`src/rtl/gpr_pkg.sv`:
```
// rtl/gpr_pkg.sv - shared GPR write-back constants and helpers
package gpr_pkg;

  localparam int GPR_AW       = 5;
  localparam int GPR_DW       = 32;
  localparam int NREQ_DEFAULT = 3;

  localparam int REQ_ALU    = 0;
  localparam int REQ_LOAD   = 1;
  localparam int REQ_MULDIV = 2;

  // Pointer/index width; never zero so a single-requester build still elaborates.
  function automatic int ptr_w(input int n);
    return (n > 1) ? $clog2(n) : 1;
  endfunction

endpackage

```
`src/rtl/gpr_wb_arbiter_if.sv`:
```
// rtl/gpr_wb_arbiter_if.sv - requester bundle and GPR write port of the write-back arbiter
interface gpr_wb_arbiter_if
  import gpr_pkg::*;
#(
  parameter int NREQ = NREQ_DEFAULT,
  parameter int AW   = GPR_AW,
  parameter int DW   = GPR_DW
);

  logic [NREQ-1:0]    req_valid;
  logic [NREQ-1:0]    req_ready;
  logic [NREQ*AW-1:0] req_rd;
  logic [NREQ*DW-1:0] req_data;
  logic               gpr_we;
  logic [AW-1:0]      gpr_rd;
  logic [DW-1:0]      gpr_rrd;
  logic               pend_valid;
  logic [AW-1:0]      pend_rd;

  modport master (
    output req_valid, req_rd, req_data,
    input  req_ready, gpr_we, gpr_rd, gpr_rrd, pend_valid, pend_rd
  );

  modport slave (
    input  req_valid, req_rd, req_data,
    output req_ready, gpr_we, gpr_rd, gpr_rrd, pend_valid, pend_rd
  );

endinterface

```
`src/rtl/rr_pick.sv`:
```
// rtl/rr_pick.sv - combinational round-robin picker: first request at or after ptr, wrapping
module rr_pick #(
  parameter int N  = 3,
  parameter int PW = (N > 1) ? $clog2(N) : 1
) (
  input  logic [N-1:0]  req,
  input  logic [PW-1:0] ptr,
  output logic [N-1:0]  gnt,
  output logic [PW-1:0] idx,
  output logic          any
);

  logic [PW:0] pos;

  always_comb begin
    gnt = '0;
    idx = '0;
    any = 1'b0;
    pos = '0;
    for (int k = 0; k < N; k++) begin
      // ptr < N and k < N, so one conditional subtract is enough to wrap.
      pos = {1'b0, ptr} + (PW+1)'(k);
      if (pos >= (PW+1)'(N)) pos = pos - (PW+1)'(N);
      if (!any && req[pos[PW-1:0]]) begin
        any               = 1'b1;
        gnt[pos[PW-1:0]]  = 1'b1;
        idx               = pos[PW-1:0];
      end
    end
  end

endmodule

```
`src/rtl/gpr_wb_arbiter.sv`:
```
// rtl/gpr_wb_arbiter.sv - round-robin GPR write-port arbiter with $0 write absorption
module gpr_wb_arbiter
  import gpr_pkg::*;
#(
  parameter int NREQ = NREQ_DEFAULT,
  parameter int AW   = GPR_AW,
  parameter int DW   = GPR_DW
) (
  input logic             clk,
  input logic             rst,
  gpr_wb_arbiter_if.slave bus
);

  localparam int PW = ptr_w(NREQ);

  logic [PW-1:0]   ptr;
  logic [PW-1:0]   win_idx;
  logic [NREQ-1:0] real_req;
  logic [NREQ-1:0] null_req;
  logic [NREQ-1:0] gnt;
  logic            any_gnt;
  logic [AW-1:0]   rd_arr   [NREQ];
  logic [DW-1:0]   data_arr [NREQ];

  logic            we_q;
  logic [AW-1:0]   rd_q;
  logic [DW-1:0]   data_q;

  for (genvar i = 0; i < NREQ; i++) begin : g_split
    assign rd_arr[i]   = bus.req_rd[i*AW +: AW];
    assign data_arr[i] = bus.req_data[i*DW +: DW];
    // $0 writes are acked immediately and kept out of arbitration entirely.
    assign null_req[i] = bus.req_valid[i] && (rd_arr[i] == '0);
    assign real_req[i] = bus.req_valid[i] && (rd_arr[i] != '0);
  end

  rr_pick #(.N(NREQ), .PW(PW)) u_pick (
    .req (real_req),
    .ptr (ptr),
    .gnt (gnt),
    .idx (win_idx),
    .any (any_gnt)
  );

  assign bus.req_ready = gnt | null_req;

  always_ff @(posedge clk or posedge rst) begin
    if (rst) begin
      ptr    <= '0;
      we_q   <= 1'b0;
      rd_q   <= '0;
      data_q <= '0;
    end else if (any_gnt) begin
      we_q   <= 1'b1;
      rd_q   <= rd_arr[win_idx];
      data_q <= data_arr[win_idx];
      if (win_idx == PW'(NREQ-1)) ptr <= '0;
      else                        ptr <= win_idx + PW'(1);
    end else begin
      we_q   <= 1'b0;
    end
  end

  assign bus.gpr_we     = we_q;
  assign bus.gpr_rd     = rd_q;
  assign bus.gpr_rrd    = data_q;
  assign bus.pend_valid = we_q;
  assign bus.pend_rd    = rd_q;

endmodule
```
`src/flat_wrapper.sv`:
```
// flat-port wrapper written by rule: the top's interface ports become plain ports
module gpr_wb_arbiter_flat import gpr_pkg::*;
#(
  parameter int NREQ = NREQ_DEFAULT,
  parameter int AW   = GPR_AW,
  parameter int DW   = GPR_DW
)
  (clk, rst, bus_req_valid, bus_req_rd, bus_req_data, bus_req_ready, bus_gpr_we, bus_gpr_rd, bus_gpr_rrd, bus_pend_valid, bus_pend_rd);
  gpr_wb_arbiter_if #(.NREQ(NREQ), .AW(AW), .DW(DW)) bus_i ();
  input logic clk;
  input logic rst;
  input wire logic [$bits(bus_i.req_valid)-1:0] bus_req_valid;
  input wire logic [$bits(bus_i.req_rd)-1:0] bus_req_rd;
  input wire logic [$bits(bus_i.req_data)-1:0] bus_req_data;
  output wire logic [$bits(bus_i.req_ready)-1:0] bus_req_ready;
  output wire logic [$bits(bus_i.gpr_we)-1:0] bus_gpr_we;
  output wire logic [$bits(bus_i.gpr_rd)-1:0] bus_gpr_rd;
  output wire logic [$bits(bus_i.gpr_rrd)-1:0] bus_gpr_rrd;
  output wire logic [$bits(bus_i.pend_valid)-1:0] bus_pend_valid;
  output wire logic [$bits(bus_i.pend_rd)-1:0] bus_pend_rd;
  assign bus_i.req_valid = bus_req_valid;
  assign bus_i.req_rd = bus_req_rd;
  assign bus_i.req_data = bus_req_data;
  assign bus_req_ready = bus_i.req_ready;
  assign bus_gpr_we = bus_i.gpr_we;
  assign bus_gpr_rd = bus_i.gpr_rd;
  assign bus_gpr_rrd = bus_i.gpr_rrd;
  assign bus_pend_valid = bus_i.pend_valid;
  assign bus_pend_rd = bus_i.pend_rd;
  gpr_wb_arbiter #(.NREQ(NREQ), .AW(AW), .DW(DW)) u_core (.clk(clk), .rst(rst), .bus(bus_i));
endmodule
```
`config.mk`:
```
export PLATFORM = sky130hd
export DESIGN_NAME = gpr_wb_arbiter_flat
export DESIGN_NICKNAME = d
export VERILOG_FILES = /design/src/rtl/gpr_pkg.sv /design/src/rtl/gpr_wb_arbiter_if.sv /design/src/rtl/rr_pick.sv /design/src/rtl/gpr_wb_arbiter.sv /design/src/flat_wrapper.sv
export SDC_FILE = /design/constraint.sdc
export NUM_CORES = 1
export LEC_CHECK = 0
export BUFFER_PORTS_ARGS = -buffer_cell sky130_fd_sc_hd__buf_2
export CORE_ASPECT_RATIO = 1.4
export CORE_MARGIN = 8
export CORE_UTILIZATION = 46
export DETAILED_ROUTE_END_ITERATION = 12
export GPL_ROUTABILITY_DRIVEN = 0
export GPL_TIMING_DRIVEN = 0
export HOLD_SLACK_MARGIN = 0.02
export PLACE_DENSITY = 0.86
export SYNTH_ARGS = -nofsm -noshare
export SYNTH_HDL_FRONTEND = slang
export SYNTH_SLANG_ARGS = --single-unit
```
`constraint.sdc`:
```
create_clock -name clk -period 5.87 [get_ports clk]
set_input_delay 0.2935 -clock clk [delete_from_list [all_inputs] [get_ports clk]]
set_output_delay 0.2935 -clock clk [all_outputs]
set_load 0.02 [all_outputs]
```
==> metrics.txt, run 1 <==
# TYPE chip_impl_metric gauge
chip_impl_info{name="run_status",value="complete, no violations"} 1
chip_impl_metric{name="register_area",unit="um2"} 1000
chip_impl_metric{name="htree_num_levels",unit=""} 2
chip_impl_metric{name="vdd_ir_drop_max",unit="uV"} 293
chip_impl_metric{name="fp.dieW",unit="um"} 79.1
chip_impl_metric{name="synth_enable_flop_cells",unit=""} 0
chip_impl_metric{name="syn-num-nets",unit=""} 374
chip_impl_metric{name="setup-tns-final",unit="ns"} 0
chip_impl_metric{name="pin_count",unit=""} 163
chip_impl_metric{name="worstPathArrival",unit="ns"} 2.94
chip_impl_metric{name="wire_length_of_the_first_global_routing_pass",unit="mm"} 14.3
chip_impl_metric{name="synth_mux_area_frac",unit=""} 0.141
chip_impl_metric{name="p_leak",unit="nW"} 1.91
chip_impl_metric{name="postRouteAntennaNets",unit=""} 0
chip_impl_info{name="critPathSlowestCell",value="sky130_fd_sc_hd__dfrtp_1"} 1
chip_impl_metric{name="max_cap_viol_count",unit=""} 0
chip_impl_metric{name="area_growth",unit="%"} 38.5
chip_impl_metric{name="netlist-cell-type-count",unit=""} 48
chip_impl_info{name="uppermost_routed_layer",value="met4"} 1
chip_impl_metric{name="final_min_period_over_clock_period",unit=""} 0.473
chip_impl_metric{name="globalRouteTotalUtil",unit=""} 0.213
chip_impl_metric{name="post-route-min-period",unit="ns"} 2.78
chip_impl_metric{name="place.port_buffers",unit=""} 162
chip_impl_metric{name="core_area",unit="um2"} 5450
chip_impl_metric{name="cts-resized-gates",unit=""} 0
chip_impl_info{name="clock-root-buffer",value="sky130_fd_sc_hd__clkbuf_8"} 1
chip_impl_metric{name="antenna_violations_before_repair",unit=""} 0
chip_impl_info{name="ys_dominant_reg_cell",value="sky130_fd_sc_hd__dfrtp_1"} 1
chip_impl_info{name="crit_path_end_kind",value="flop"} 1
chip_impl_info{name="critical_path.startpoint_type",value="flop"} 1
chip_impl_metric{name="wl_met2",unit="mm"} 4.84
chip_impl_metric{name="cp.buffers_inverters",unit=""} 4
chip_impl_metric{name="post_synthesis_xor_xnor_area_fraction",unit=""} 0
chip_impl_metric{name="async_reset_ff_frac",unit=""} 1.00
chip_impl_metric{name="final.fill_count",unit=""} 484
chip_impl_metric{name="timing.critical_path.required",unit="ns"} 6.03
chip_impl_metric{name="worst_clock_skew",unit="ns"} 0.00526
chip_impl_info{name="cpLargestDelayFamily",value="compound AO/OA/AOI/OAI gates"} 1
chip_impl_metric{name="hold_viol_final",unit=""} 0
chip_impl_metric{name="core_rows",unit=""} 32
chip_impl_info{name="chain_of_cells_forming_the_critical_path",value="inv_1 > ha_1 > buf_4 > nor2b_1 > a311o_1 > a311o_1 > o211ai_2 > buf_6 > buf_6 > mux2i_1 > o21ai_1"} 1
chip_impl_metric{name="syn_avg_cell_area",unit="um2"} 10.1
chip_impl_metric{name="final-setup-viol-count",unit=""} 0
chip_impl_metric{name="ys_warn_count",unit=""} 0
chip_impl_metric{name="synth_adder_area_share",unit=""} 0.0196
chip_impl_metric{name="initial_util",unit=""} 0.470
chip_impl_metric{name="synth_seq_area_share",unit=""} 0.391
chip_impl_metric{name="drive_above_1_share",unit=""} 0.467
chip_impl_info{name="synth_top_family_by_area",value="compound AO/OA/AOI/OAI gates"} 1
chip_impl_info{name="grt_setup_unrepaired",value="false"} 1
chip_impl_metric{name="drt_pre_antenna_iters",unit=""} 5
chip_impl_metric{name="finalNetCount",unit=""} 543
chip_impl_metric{name="cts_num_sinks",unit=""} 40
chip_impl_metric{name="number_of_vias_per_cell_after_detailed_routing",unit=""} 5.60
chip_impl_metric{name="gr-total-overflow",unit=""} 0
chip_impl_info{name="worst-setup-path-type",value="flop to flop"} 1
chip_impl_metric{name="dieHeight",unit="um"} 104
chip_impl_metric{name="netlist_instances",unit=""} 254
chip_impl_metric{name="timing.reg2reg.setup_slack",unit="ns"} 3.09
chip_impl_metric{name="n_antenna_cell",unit=""} 0
chip_impl_metric{name="die_area",unit="um2"} 8240
chip_impl_metric{name="first_global_vias",unit=""} 2999
chip_impl_info{name="cts_tree",value="built"} 1
chip_impl_metric{name="cts.repair_timing.setup_buffer_count",unit=""} 0
chip_impl_metric{name="timing.max_slew.rel_slack",unit=""} 0.429
chip_impl_metric{name="final_max_slew_viols",unit=""} 0
chip_impl_metric{name="syn_area",unit="um2"} 2560
chip_impl_metric{name="crit_fanout",unit=""} 10
chip_impl_metric{name="multi_input_comb_area",unit="um2"} 1360
chip_impl_metric{name="power_density",unit="nW/um2"} 570
chip_impl_info{name="hold_path_class",value="primary input to asynchronous set/reset pin"} 1
chip_impl_metric{name="post_route_met1_wirelength",unit="mm"} 3.35
chip_impl_metric{name="dr_total_vias",unit=""} 2757
chip_impl_metric{name="clock_path_buffers",unit=""} 2
chip_impl_metric{name="first_iter_violations",unit=""} 155
chip_impl_metric{name="worst_skew_pair.late_latency",unit="ns"} 0.28
chip_impl_metric{name="synth_compound_area_frac",unit=""} 0.288
chip_impl_metric{name="cts-buffers-inserted",unit=""} 5
chip_impl_metric{name="dpl.hpwl",unit="mm"} 7.24
chip_impl_metric{name="avgRoutedWirePerCell",unit="um"} 18.2
chip_impl_metric{name="synth-simple-area-share",unit=""} 0.0841
chip_impl_metric{name="hold_buffers",unit=""} 0
chip_impl_metric{name="route.detailed.drc",unit=""} 0
chip_impl_metric{name="cts.clk_slew.worst_paths",unit="ns"} 0.08
chip_impl_metric{name="cpPeakStageDelay",unit="ns"} 0.38
chip_impl_metric{name="postSynthRegisterBits",unit=""} 40
chip_impl_metric{name="met3RoutedLength",unit="um"} 545
chip_impl_metric{name="timing.fmax",unit="MHz"} 360
chip_impl_metric{name="max_slew.worst_pin.slew",unit="ns"} 0.855
chip_impl_metric{name="grt_start_max_net_pins",unit=""} 41
chip_impl_metric{name="design_area",unit="um2"} 3550
chip_impl_metric{name="detailed_place.area",unit="um2"} 3460
chip_impl_metric{name="routed_wl",unit="mm"} 8.93
==> worst paths after layout <==
kind,depth (start not counted),start,to
max,11,u_core.ptr[0],u_core.bus.gpr_rrd[10]
min,2,rst,u_core.bus.gpr_rrd[2]
max reg2reg,11,u_core.ptr[0],u_core.bus.gpr_rrd[10]
min reg2reg,2,u_core.bus.gpr_rrd[30],u_core.bus.gpr_rrd[30]
max in group asynchronous,2,rst,u_core.bus.gpr_rrd[30]
min in group clk,3,bus_req_data[62],u_core.bus.gpr_rrd[30]
==> layer usage <==
| metal | track usage | up-vias |
|---|---|---|
| met5 | 0 | - |
| met4 | 0.0878 | 0 |
| met3 | 0.0476 | 16 |
| met2 | 0.379 | 119 |
| met1 | 0.231 | 1318 |
| li1 | - | 1304 |
==> cell usage in the layout (no fill, tap or decap), types with 3 or more instances in the layout <==
master	netlist	routed
sky130_fd_sc_hd__buf_2	3	165
sky130_fd_sc_hd__dfrtp_1	40	40
sky130_fd_sc_hd__mux2i_1	36	36
sky130_fd_sc_hd__a22oi_1	35	35
sky130_fd_sc_hd__o21ai_1	28	28
sky130_fd_sc_hd__o21ai_0	14	14
sky130_fd_sc_hd__buf_4	12	12
sky130_fd_sc_hd__clkbuf_1	5	7
sky130_fd_sc_hd__nand2_1	7	7
sky130_fd_sc_hd__nor2_1	6	6
sky130_fd_sc_hd__clkbuf_8	0	6
sky130_fd_sc_hd__inv_1	6	5
sky130_fd_sc_hd__nor2b_1	5	5
sky130_fd_sc_hd__buf_6	4	4
sky130_fd_sc_hd__ha_1	4	4
sky130_fd_sc_hd__a21oi_1	3	3
sky130_fd_sc_hd__o211ai_1	3	3
sky130_fd_sc_hd__a311o_1	3	3
==> per-stage QoR <==
| stage | utilization | worst slack (ns) | cells | hold WS [ns] | power (mW) |
|---|---|---|---|---|---|
| floorplan | - | 3.47 | 254 | 0.433 | 1.43 |
| global placement | 0.635 | 3.22 | 484 | 0.496 | 1.80 |
| detailed placement | 0.635 | 3.13 | 484 | 0.502 | 1.84 |
| CTS | 0.651 | 3.12 | 492 | 0.213 | 2.03 |
| global route | 0.651 | 2.92 | 492 | 0.237 | 2.18 |
| finish | 0.651 | 3.09 | 492 | 0.185 | 2.02 |
==> cells in the mapped netlist, types with 3 or more instances <==
library cell / instances / area (um2)
sky130_fd_sc_hd__a21oi_1: 3 / 15.0
sky130_fd_sc_hd__nand2_1: 7 / 26.3
sky130_fd_sc_hd__mux2i_1: 36 / 360
sky130_fd_sc_hd__a22oi_1: 35 / 263
sky130_fd_sc_hd__o21ai_1: 28 / 140
sky130_fd_sc_hd__inv_1: 6 / 22.5
sky130_fd_sc_hd__nor2_1: 6 / 22.5
sky130_fd_sc_hd__o211ai_1: 3 / 22.5
sky130_fd_sc_hd__buf_6: 4 / 45.0
sky130_fd_sc_hd__o21ai_0: 14 / 70.1
sky130_fd_sc_hd__dfrtp_1: 40 / 1000
sky130_fd_sc_hd__buf_2: 3 / 15.0
sky130_fd_sc_hd__buf_4: 12 / 90.1
sky130_fd_sc_hd__a311o_1: 3 / 30.0
sky130_fd_sc_hd__nor2b_1: 5 / 31.3
sky130_fd_sc_hd__ha_1: 4 / 50.1
sky130_fd_sc_hd__clkbuf_1: 5 / 18.8
==> area by class of cell <==
type	instances	share of cell area
plain buffers	25	0.0487
well taps	68	0.0240
multi-input cells	183	0.385
flip-flops and latches	40	0.282
inverters	6	0.00635
repair buffers	162	0.229
clock buffers	8	0.0254
==> power by group <==
| part | total, mW | switching [mW] | internal, mW |
|---|---|---|---|
| logic | 1.32 | 0.792 | 0.531 |
| registers | 0.507 | 0.0818 | 0.425 |
| clock network | 0.192 | 0.0957 | 0.0961 |
==> sequential cells by signal (all words and copies together) (netlist names) <==
| register | flops |
|---|---|
| u_core.ptr | 2 |
| u_core.bus.gpr_rrd | 32 |
| u_core.bus.gpr_we | 1 |
| u_core.bus.gpr_rd | 5 |
==> logic make-up after synthesis <==
kind of cell | Yosys count
AND/OR/NAND/NOR | 37
buffers and inverters | 31
adder cells (fa/ha/maj) | 4
multiplexers | 36
AO/OA/AOI/OAI | 106
flip-flops | 40
Note: power is estimated with default switching activity, not from simulation.
==> run 2, diff against run 1 <==
--- a/config.mk
+++ b/config.mk
@@ -5,15 +5,16 @@
 export SDC_FILE = /design/constraint.sdc
 export NUM_CORES = 1
 export LEC_CHECK = 0
+export ABC_AREA = 1
 export BUFFER_PORTS_ARGS = -buffer_cell sky130_fd_sc_hd__buf_2
 export CORE_ASPECT_RATIO = 1.4
 export CORE_MARGIN = 8
-export CORE_UTILIZATION = 46
+export CORE_UTILIZATION = 41
 export DETAILED_ROUTE_END_ITERATION = 12
 export GPL_ROUTABILITY_DRIVEN = 0
 export GPL_TIMING_DRIVEN = 0
 export HOLD_SLACK_MARGIN = 0.02
-export PLACE_DENSITY = 0.86
+export PLACE_DENSITY = 0.78
 export SYNTH_ARGS = -nofsm -noshare
 export SYNTH_HDL_FRONTEND = slang
 export SYNTH_SLANG_ARGS = --single-unit
==> constraint.sdc (replaced) <==
create_clock -name clk -period 2.31 [get_ports clk]
set_input_delay 0.1155 -clock clk [delete_from_list [all_inputs] [get_ports clk]]
set_output_delay 0.1155 -clock clk [all_outputs]
set_load 0.02 [all_outputs]
==> metrics.txt, run 2 <==
# TYPE chip_impl_metric gauge
chip_impl_info{name="run_status",value="finished with violations"} 1
chip_impl_info{name="failed_checks",value="negative hold slack"} 1
chip_impl_info{name="top_cell_type_by_total_area_after_synthesis",value="sky130_fd_sc_hd__dfrtp_1"} 1
chip_impl_metric{name="htree_num_levels",unit=""} 2
chip_impl_metric{name="final_min_period_over_clock_period",unit=""} 0.959
chip_impl_metric{name="drive_above_1_share",unit=""} 0.408
chip_impl_metric{name="ys_warn_count",unit=""} 0
chip_impl_info{name="grt_setup_unrepaired",value="true"} 1
chip_impl_metric{name="cts_num_sinks",unit=""} 40
chip_impl_metric{name="power_density",unit="nW/um2"} 1970
chip_impl_metric{name="place.port_buffers",unit=""} 162
chip_impl_metric{name="post-route-min-period",unit="ns"} 2.22
chip_impl_metric{name="globalRouteTotalUtil",unit=""} 0.203
chip_impl_metric{name="number_of_vias_per_cell_after_detailed_routing",unit=""} 5.05
chip_impl_info{name="post_synth_main_area_contributors",value="sky130_fd_sc_hd__dfrtp_1, sky130_fd_sc_hd__nand3_1, sky130_fd_sc_hd__inv_1, sky130_fd_sc_hd__a21oi_1, sky130_fd_sc_hd__nand2_1"} 1
chip_impl_metric{name="crit_fanout",unit=""} 10
chip_impl_metric{name="postRouteAntennaNets",unit=""} 0
chip_impl_metric{name="timing.hold.ws",unit="ns"} -0.0119
chip_impl_metric{name="timing.fmax",unit="MHz"} 451
chip_impl_metric{name="dpl.hpwl",unit="mm"} 8.24
chip_impl_metric{name="gr-total-overflow",unit=""} 0
chip_impl_metric{name="grt_start_max_net_pins",unit=""} 41
chip_impl_metric{name="final_cell_count_no_fill",unit=""} 678
chip_impl_metric{name="first_global_vias",unit=""} 3511
chip_impl_info{name="layout_commonest_cell",value="sky130_fd_sc_hd__buf_2"} 1
chip_impl_metric{name="core_rows",unit=""} 36
chip_impl_metric{name="drt_pre_antenna_iters",unit=""} 5
chip_impl_info{name="post-synth-top-count-cell",value="sky130_fd_sc_hd__inv_1"} 1
chip_impl_metric{name="first_iter_violations",unit=""} 201
chip_impl_metric{name="netlist_instances",unit=""} 410
chip_impl_metric{name="synth_seq_area_share",unit=""} 0.344
chip_impl_metric{name="wire_length_of_the_first_global_routing_pass",unit="mm"} 16.4
chip_impl_metric{name="p_leak",unit="nW"} 2.30
chip_impl_metric{name="final_max_slew_viols",unit=""} 0
chip_impl_metric{name="postSynthRegisterBits",unit=""} 40
chip_impl_metric{name="detailed_place.area",unit="um2"} 3840
chip_impl_metric{name="pin_count",unit=""} 163
chip_impl_metric{name="register_area",unit="um2"} 1000
chip_impl_metric{name="design_area",unit="um2"} 4010
chip_impl_info{name="worst-setup-path-type",value="flop to flop"} 1
chip_impl_metric{name="worst_skew_pair.late_latency",unit="ns"} 0.30
chip_impl_info{name="hold_path_class",value="primary input to asynchronous set/reset pin"} 1
chip_impl_metric{name="clock_path_buffers",unit=""} 2
chip_impl_info{name="crit_path_end_kind",value="flop"} 1
chip_impl_metric{name="syn_area",unit="um2"} 2910
chip_impl_metric{name="n_antenna_cell",unit=""} 0
chip_impl_metric{name="finalCoreUtilization",unit=""} 0.578
chip_impl_metric{name="timing.max_slew.rel_slack",unit=""} 0.425
chip_impl_metric{name="worstPathArrival",unit="ns"} 2.40
chip_impl_metric{name="netlist-cell-type-count",unit=""} 28
chip_impl_metric{name="multi_input_comb_area",unit="um2"} 1430
chip_impl_metric{name="final.fill_count",unit=""} 695
chip_impl_metric{name="area_growth",unit="%"} 37.6
chip_impl_info{name="cts_tree",value="built"} 1
chip_impl_metric{name="max_slew.worst_pin.slew",unit="ns"} 0.862
chip_impl_metric{name="largest_register_ff_count",unit=""} 32
chip_impl_info{name="clock-root-buffer",value="sky130_fd_sc_hd__clkbuf_8"} 1
chip_impl_metric{name="synthDominantCellAreaShare",unit=""} 0.344
chip_impl_metric{name="syn-num-nets",unit=""} 530
chip_impl_metric{name="core_area",unit="um2"} 6940
chip_impl_metric{name="finalNetCount",unit=""} 702
chip_impl_metric{name="synth_enable_flop_cells",unit=""} 0
chip_impl_metric{name="initial_util",unit=""} 0.420
chip_impl_metric{name="syn_avg_cell_area",unit="um2"} 7.10
chip_impl_metric{name="max_cap_viol_count",unit=""} 0
chip_impl_metric{name="route.detailed.drc",unit=""} 0
chip_impl_metric{name="async_reset_ff_frac",unit=""} 1.00
chip_impl_metric{name="total_power",unit="mW"} 7.91
chip_impl_metric{name="final-setup-viol-count",unit=""} 0
chip_impl_metric{name="worst_clock_skew",unit="ns"} 0.00633
chip_impl_metric{name="dr_total_vias",unit=""} 3423
chip_impl_metric{name="fp.dieW",unit="um"} 87.2
chip_impl_metric{name="cts.clk_slew.worst_paths",unit="ns"} 0.09
chip_impl_metric{name="setup-tns-final",unit="ns"} 0
chip_impl_metric{name="antenna_violations_before_repair",unit=""} 0
chip_impl_metric{name="timing.critical_path.required",unit="ns"} 2.49
chip_impl_info{name="ys_dominant_reg_cell",value="sky130_fd_sc_hd__dfrtp_1"} 1
chip_impl_metric{name="placedCellCount",unit=""} 667
chip_impl_metric{name="avgRoutedWirePerCell",unit="um"} 15.4
chip_impl_metric{name="dieHeight",unit="um"} 116
chip_impl_metric{name="vdd_ir_drop_max",unit="uV"} 1210
chip_impl_metric{name="cts-buffers-inserted",unit=""} 5
chip_impl_metric{name="routed_wl",unit="mm"} 10.4
chip_impl_info{name="ys_top_cells_by_count",value="sky130_fd_sc_hd__inv_1, sky130_fd_sc_hd__nand3_1, sky130_fd_sc_hd__nand2_1"} 1
chip_impl_metric{name="hold_viol_final",unit=""} 22
chip_impl_info{name="critical_path.startpoint_type",value="flop"} 1
chip_impl_info{name="layout_common_cells",value="sky130_fd_sc_hd__buf_2, sky130_fd_sc_hd__inv_1, sky130_fd_sc_hd__nand3_1, sky130_fd_sc_hd__nand2_1, sky130_fd_sc_hd__a21oi_1"} 1
chip_impl_metric{name="hold_buffers",unit=""} 0
chip_impl_metric{name="die_area",unit="um2"} 10100
run 2: cell types whose count changed in the layout (fill, tap and decap cells not counted), sizes merged, moves of 5 or more:
cell	delta
a21oi	+49
a22oi	-24
buf	+9
inv	+71
mux2i	-36
nand2	+61
nand3	+67
nor2	+29
nor2b	-5
o211ai	+7
o21ai	-42
run 2: per-layer routing:
metal / vias to the layer above / wire, um / GRT usage
met5: - / 0 / 0
li1: 1658 / - / -
met4: 0 / 220 / 0.0714
met2: 159 / 5430 / 0.365
met1: 1587 / 3920 / 0.226
met3: 19 / 863 / 0.0497
run 2: layout make-up:
type	instances	area share
plain buffers	30	0.0559
clock buffers	6	0.0206
clock inverters	2	0.00250
inverters	78	0.0756
multi-input cells	262	0.357
flip-flops and latches	40	0.250
well taps	95	0.0297
repair buffers	165	0.209
run 2: path summary, 6_finish.rpt:
path,from,endpoint,slack [ns],cells past startpoint
worst min register to register,u_core.bus.gpr_rrd[18],u_core.bus.gpr_rrd[18],0.52,2
worst max register to register,u_core.ptr[0],u_core.bus.gpr_rrd[0],0.09,13
min in group clk,bus_req_data[41],u_core.bus.gpr_rrd[9],0.03,3
worst min-delay path,rst,u_core.bus.gpr_rrd[4],-0.01,2
max in group asynchronous,rst,u_core.bus.gpr_rrd[28],1.77,2
worst max-delay path,u_core.ptr[0],u_core.bus.gpr_rrd[0],0.09,13
run 2: power breakdown:
group          total (mW)  switching (mW)  internal, mW  leakage (nW)
sequential           1.36           0.207          1.15         0.465
combinational        6.04            3.80          2.25          1.78
clock               0.507           0.268         0.239        0.0510
run 2: metrics by stage:
stage               hold slack (ns)  setup slack (ns)
floorplan                     0.251             0.220
detailed placement            0.347            -0.164
finish                      -0.0119            0.0947
CTS                          0.0260            0.0423
global route                 0.0389           -0.0285
global placement              0.338            -0.130
run 2: cells by family after synthesis:
kind of cell	after synthesis	share of synthesized area
buffers and inverters	108	0.173
DFF	40	0.344
AOI/OAI and AO/OA	80	0.176
adders and majority gates	4	0.0172
and+or+nand+nor	178	0.291
run 2: what timing repair did:
action                     in CTS  in global routing
pin swaps                       1                  0
gates resized for setup         5                 18
setup buffers                   3                  0
setup endpoints to repair      31                 34
run 2: worst max-delay path, stage by stage (launching register included):
cell                      delay [ns]
sky130_fd_sc_hd__dfrtp_1        0.36
sky130_fd_sc_hd__inv_1          0.06
sky130_fd_sc_hd__ha_1           0.30
sky130_fd_sc_hd__buf_4          0.18
sky130_fd_sc_hd__inv_4          0.07
sky130_fd_sc_hd__nand3_1        0.07
sky130_fd_sc_hd__nand3_1        0.10
sky130_fd_sc_hd__nand2_2        0.11
sky130_fd_sc_hd__nand2_2        0.12
sky130_fd_sc_hd__nor2_4         0.05
sky130_fd_sc_hd__buf_4          0.17
sky130_fd_sc_hd__buf_2          0.21
sky130_fd_sc_hd__a22oi_1        0.20
sky130_fd_sc_hd__nand2_1        0.09
==> run 3, diff against run 2 <==
--- a/config.mk
+++ b/config.mk
@@ -8,7 +8,6 @@
 export ABC_AREA = 1
 export BUFFER_PORTS_ARGS = -buffer_cell sky130_fd_sc_hd__buf_2
 export CORE_ASPECT_RATIO = 1.4
-export CORE_MARGIN = 8
 export CORE_UTILIZATION = 41
 export DETAILED_ROUTE_END_ITERATION = 12
 export GPL_ROUTABILITY_DRIVEN = 0
==> metrics.txt, run 3 (synthesized netlist as in run 2, its figures left out) <==
# TYPE chip_impl_metric gauge
chip_impl_info{name="run_status",value="finished with violations"} 1
chip_impl_info{name="failed_checks",value="negative hold slack"} 1
chip_impl_metric{name="dieHeight",unit="um"} 102
chip_impl_metric{name="htree_num_levels",unit=""} 2
chip_impl_metric{name="globalRouteTotalUtil",unit=""} 0.242
chip_impl_metric{name="gr-total-overflow",unit=""} 0
chip_impl_metric{name="final_cell_count_no_fill",unit=""} 680
chip_impl_metric{name="fp.dieW",unit="um"} 73.2
chip_impl_metric{name="finalNetCount",unit=""} 704
chip_impl_info{name="critical_path.startpoint_type",value="flop"} 1
chip_impl_metric{name="antenna_violations_before_repair",unit=""} 0
chip_impl_metric{name="place_ws",unit="ns"} -0.223
chip_impl_metric{name="max_cap_viol_count",unit=""} 0
chip_impl_metric{name="pin_count",unit=""} 163
chip_impl_metric{name="postRouteAntennaNets",unit=""} 0
chip_impl_metric{name="worst_clock_skew",unit="ns"} 0.0136
chip_impl_metric{name="placedCellCount",unit=""} 667
chip_impl_metric{name="multi_input_comb_area",unit="um2"} 1450
chip_impl_metric{name="worstPathArrival",unit="ns"} 2.08
chip_impl_metric{name="clock_path_buffers",unit=""} 2
chip_impl_info{name="layout_commonest_cell",value="sky130_fd_sc_hd__buf_2"} 1
chip_impl_metric{name="drt_pre_antenna_iters",unit=""} 4
chip_impl_metric{name="worst_skew_pair.late_latency",unit="ns"} 0.29
chip_impl_metric{name="place.port_buffers",unit=""} 162
chip_impl_metric{name="vdd_ir_drop_max",unit="uV"} 1030
chip_impl_metric{name="timing.max_slew.rel_slack",unit=""} 0.428
chip_impl_metric{name="dpl.hpwl",unit="mm"} 7.01
chip_impl_info{name="worst-setup-path-type",value="flop to output port"} 1
chip_impl_metric{name="avgRoutedWirePerCell",unit="um"} 13.4
chip_impl_metric{name="wire_length_of_the_first_global_routing_pass",unit="mm"} 14.0
chip_impl_metric{name="max_slew.worst_pin.slew",unit="ns"} 0.857
chip_impl_metric{name="route.detailed.drc",unit=""} 0
chip_impl_metric{name="cts_num_sinks",unit=""} 40
chip_impl_metric{name="n_antenna_cell",unit=""} 0
chip_impl_info{name="crit_path_end_kind",value="output port"} 1
chip_impl_metric{name="core_area",unit="um2"} 6940
chip_impl_metric{name="dr_total_vias",unit=""} 3378
chip_impl_metric{name="final_max_slew_viols",unit=""} 0
chip_impl_metric{name="initial_util",unit=""} 0.420
chip_impl_metric{name="first_iter_violations",unit=""} 145
chip_impl_info{name="grt_setup_unrepaired",value="true"} 1
chip_impl_metric{name="die_area",unit="um2"} 7450
chip_impl_metric{name="largest_register_ff_count",unit=""} 32
chip_impl_metric{name="timing.critical_path.required",unit="ns"} 2.19
chip_impl_metric{name="area_growth",unit="%"} 41.1
chip_impl_metric{name="timing.fmax",unit="MHz"} 455
chip_impl_metric{name="core_rows",unit=""} 36
chip_impl_info{name="hold_path_class",value="primary input to asynchronous set/reset pin"} 1
chip_impl_info{name="clock-root-buffer",value="sky130_fd_sc_hd__clkbuf_8"} 1
chip_impl_metric{name="final-setup-viol-count",unit=""} 0
chip_impl_metric{name="register_area",unit="um2"} 1000
chip_impl_metric{name="post-route-min-period",unit="ns"} 2.20
chip_impl_metric{name="p_leak",unit="nW"} 2.33
chip_impl_metric{name="hold_viol_final",unit=""} 7
chip_impl_metric{name="power_density",unit="nW/um2"} 1980
chip_impl_metric{name="final_min_period_over_clock_period",unit=""} 0.952
chip_impl_metric{name="routed_wl",unit="mm"} 9.13
chip_impl_metric{name="first_global_vias",unit=""} 3090
chip_impl_metric{name="layout_setup_ws",unit="ns"} 0.111
chip_impl_metric{name="grt_start_max_net_pins",unit=""} 41
chip_impl_metric{name="crit_fanout",unit=""} 7
chip_impl_metric{name="final.fill_count",unit=""} 705
chip_impl_metric{name="cts.clk_slew.worst_paths",unit="ns"} 0.09
chip_impl_metric{name="number_of_vias_per_cell_after_detailed_routing",unit=""} 4.97
chip_impl_metric{name="drive_above_1_share",unit=""} 0.412
chip_impl_info{name="cts_tree",value="built"} 1
chip_impl_info{name="layout_common_cells",value="sky130_fd_sc_hd__buf_2, sky130_fd_sc_hd__inv_1, sky130_fd_sc_hd__nand3_1, sky130_fd_sc_hd__nand2_1, sky130_fd_sc_hd__a21oi_1"} 1
chip_impl_metric{name="cts-buffers-inserted",unit=""} 5
chip_impl_metric{name="timing.hold.ws",unit="ns"} -0.00665
## run 3: cell count changes in the layout (fill, tap and decap cells not counted), sizes merged
cell    previous run  this run
clkbuf            10        13
clkinv             3         1
bufinv             0         1
## run 3: final cells by class
type / instances / share of cell area
Inverter: 78 / 0.0737
Multi-Input combinational cell: 262 / 0.352
Buffer: 30 / 0.0627
Clock buffer: 7 / 0.0235
Tap cell: 95 / 0.0289
Clock inverter: 1 / 0.00731
Sequential cell: 40 / 0.244
Timing Repair Buffer: 167 / 0.208
## run 3: worst paths after layout
kind                                           to  slack, ns                  start  depth (start not counted)
max in group asynchronous    u_core.bus.gpr_rd[1]       1.77                    rst                          2
setup / recovery                 bus_req_ready[2]       0.11          u_core.ptr[0]                         10
hold reg to reg             u_core.bus.gpr_rrd[9]       0.51  u_core.bus.gpr_rrd[9]                          2
hold / removal             u_core.bus.gpr_rrd[13]     -0.007                    rst                          2
min in group clk           u_core.bus.gpr_rrd[12]       0.04       bus_req_data[44]                          3
setup reg to reg            u_core.bus.gpr_rrd[0]       0.12          u_core.ptr[0]                         14
## run 3: routing by layer
layer | up-vias | share of wire | track usage
met3 | 15 | 0.055 | 0.0408
met1 | 1569 | 0.41 | 0.297
li1 | 1668 | - | -
met2 | 126 | 0.51 | 0.425
met5 | - | 0 | 0
met4 | 0 | 0.020 | 0.0799
## run 3: repair_timing
action	4_1_cts	5_1_grt
gates cloned	0	0
hold buffers	0	0
setup buffers	3	2
pin swaps	1	1
resized for setup	5	28
setup endpoints to repair	31	38
## run 3: per-stage QoR
stage               hold WS (ns)  utilization  instance area (um2)  power, mW  setup TNS, ns
global placement           0.339        0.554                 3840       6.98          -1.73
CTS                       0.0266        0.577                 4000       7.85              0
finish                  -0.00665        0.592                 4110       8.14              0
detailed placement         0.346        0.554                 3840       7.13          -2.77
floorplan                  0.251            -                 2910       5.60              0
global route              0.0430        0.592                 4110       8.84        -0.0372
## run 3: worst max-delay path: stages, from the launching register on
cell and delay, ns:
sky130_fd_sc_hd__dfrtp_1 0.41, sky130_fd_sc_hd__inv_1 0.09, sky130_fd_sc_hd__ha_2 0.27, sky130_fd_sc_hd__buf_6 0.14, sky130_fd_sc_hd__inv_4 0.07, sky130_fd_sc_hd__nand3_1 0.09
sky130_fd_sc_hd__nand2_2 0.16, sky130_fd_sc_hd__nand4_4 0.14, sky130_fd_sc_hd__buf_8 0.14, sky130_fd_sc_hd__o2111ai_1 0.09, sky130_fd_sc_hd__buf_4 0.19
## run 3: report_power, final
group / internal, mW / switching, mW
Sequential: 1.15 / 0.217
Clock: 0.382 / 0.249
Combinational: 2.38 / 3.76
Total: 3.92 / 4.22
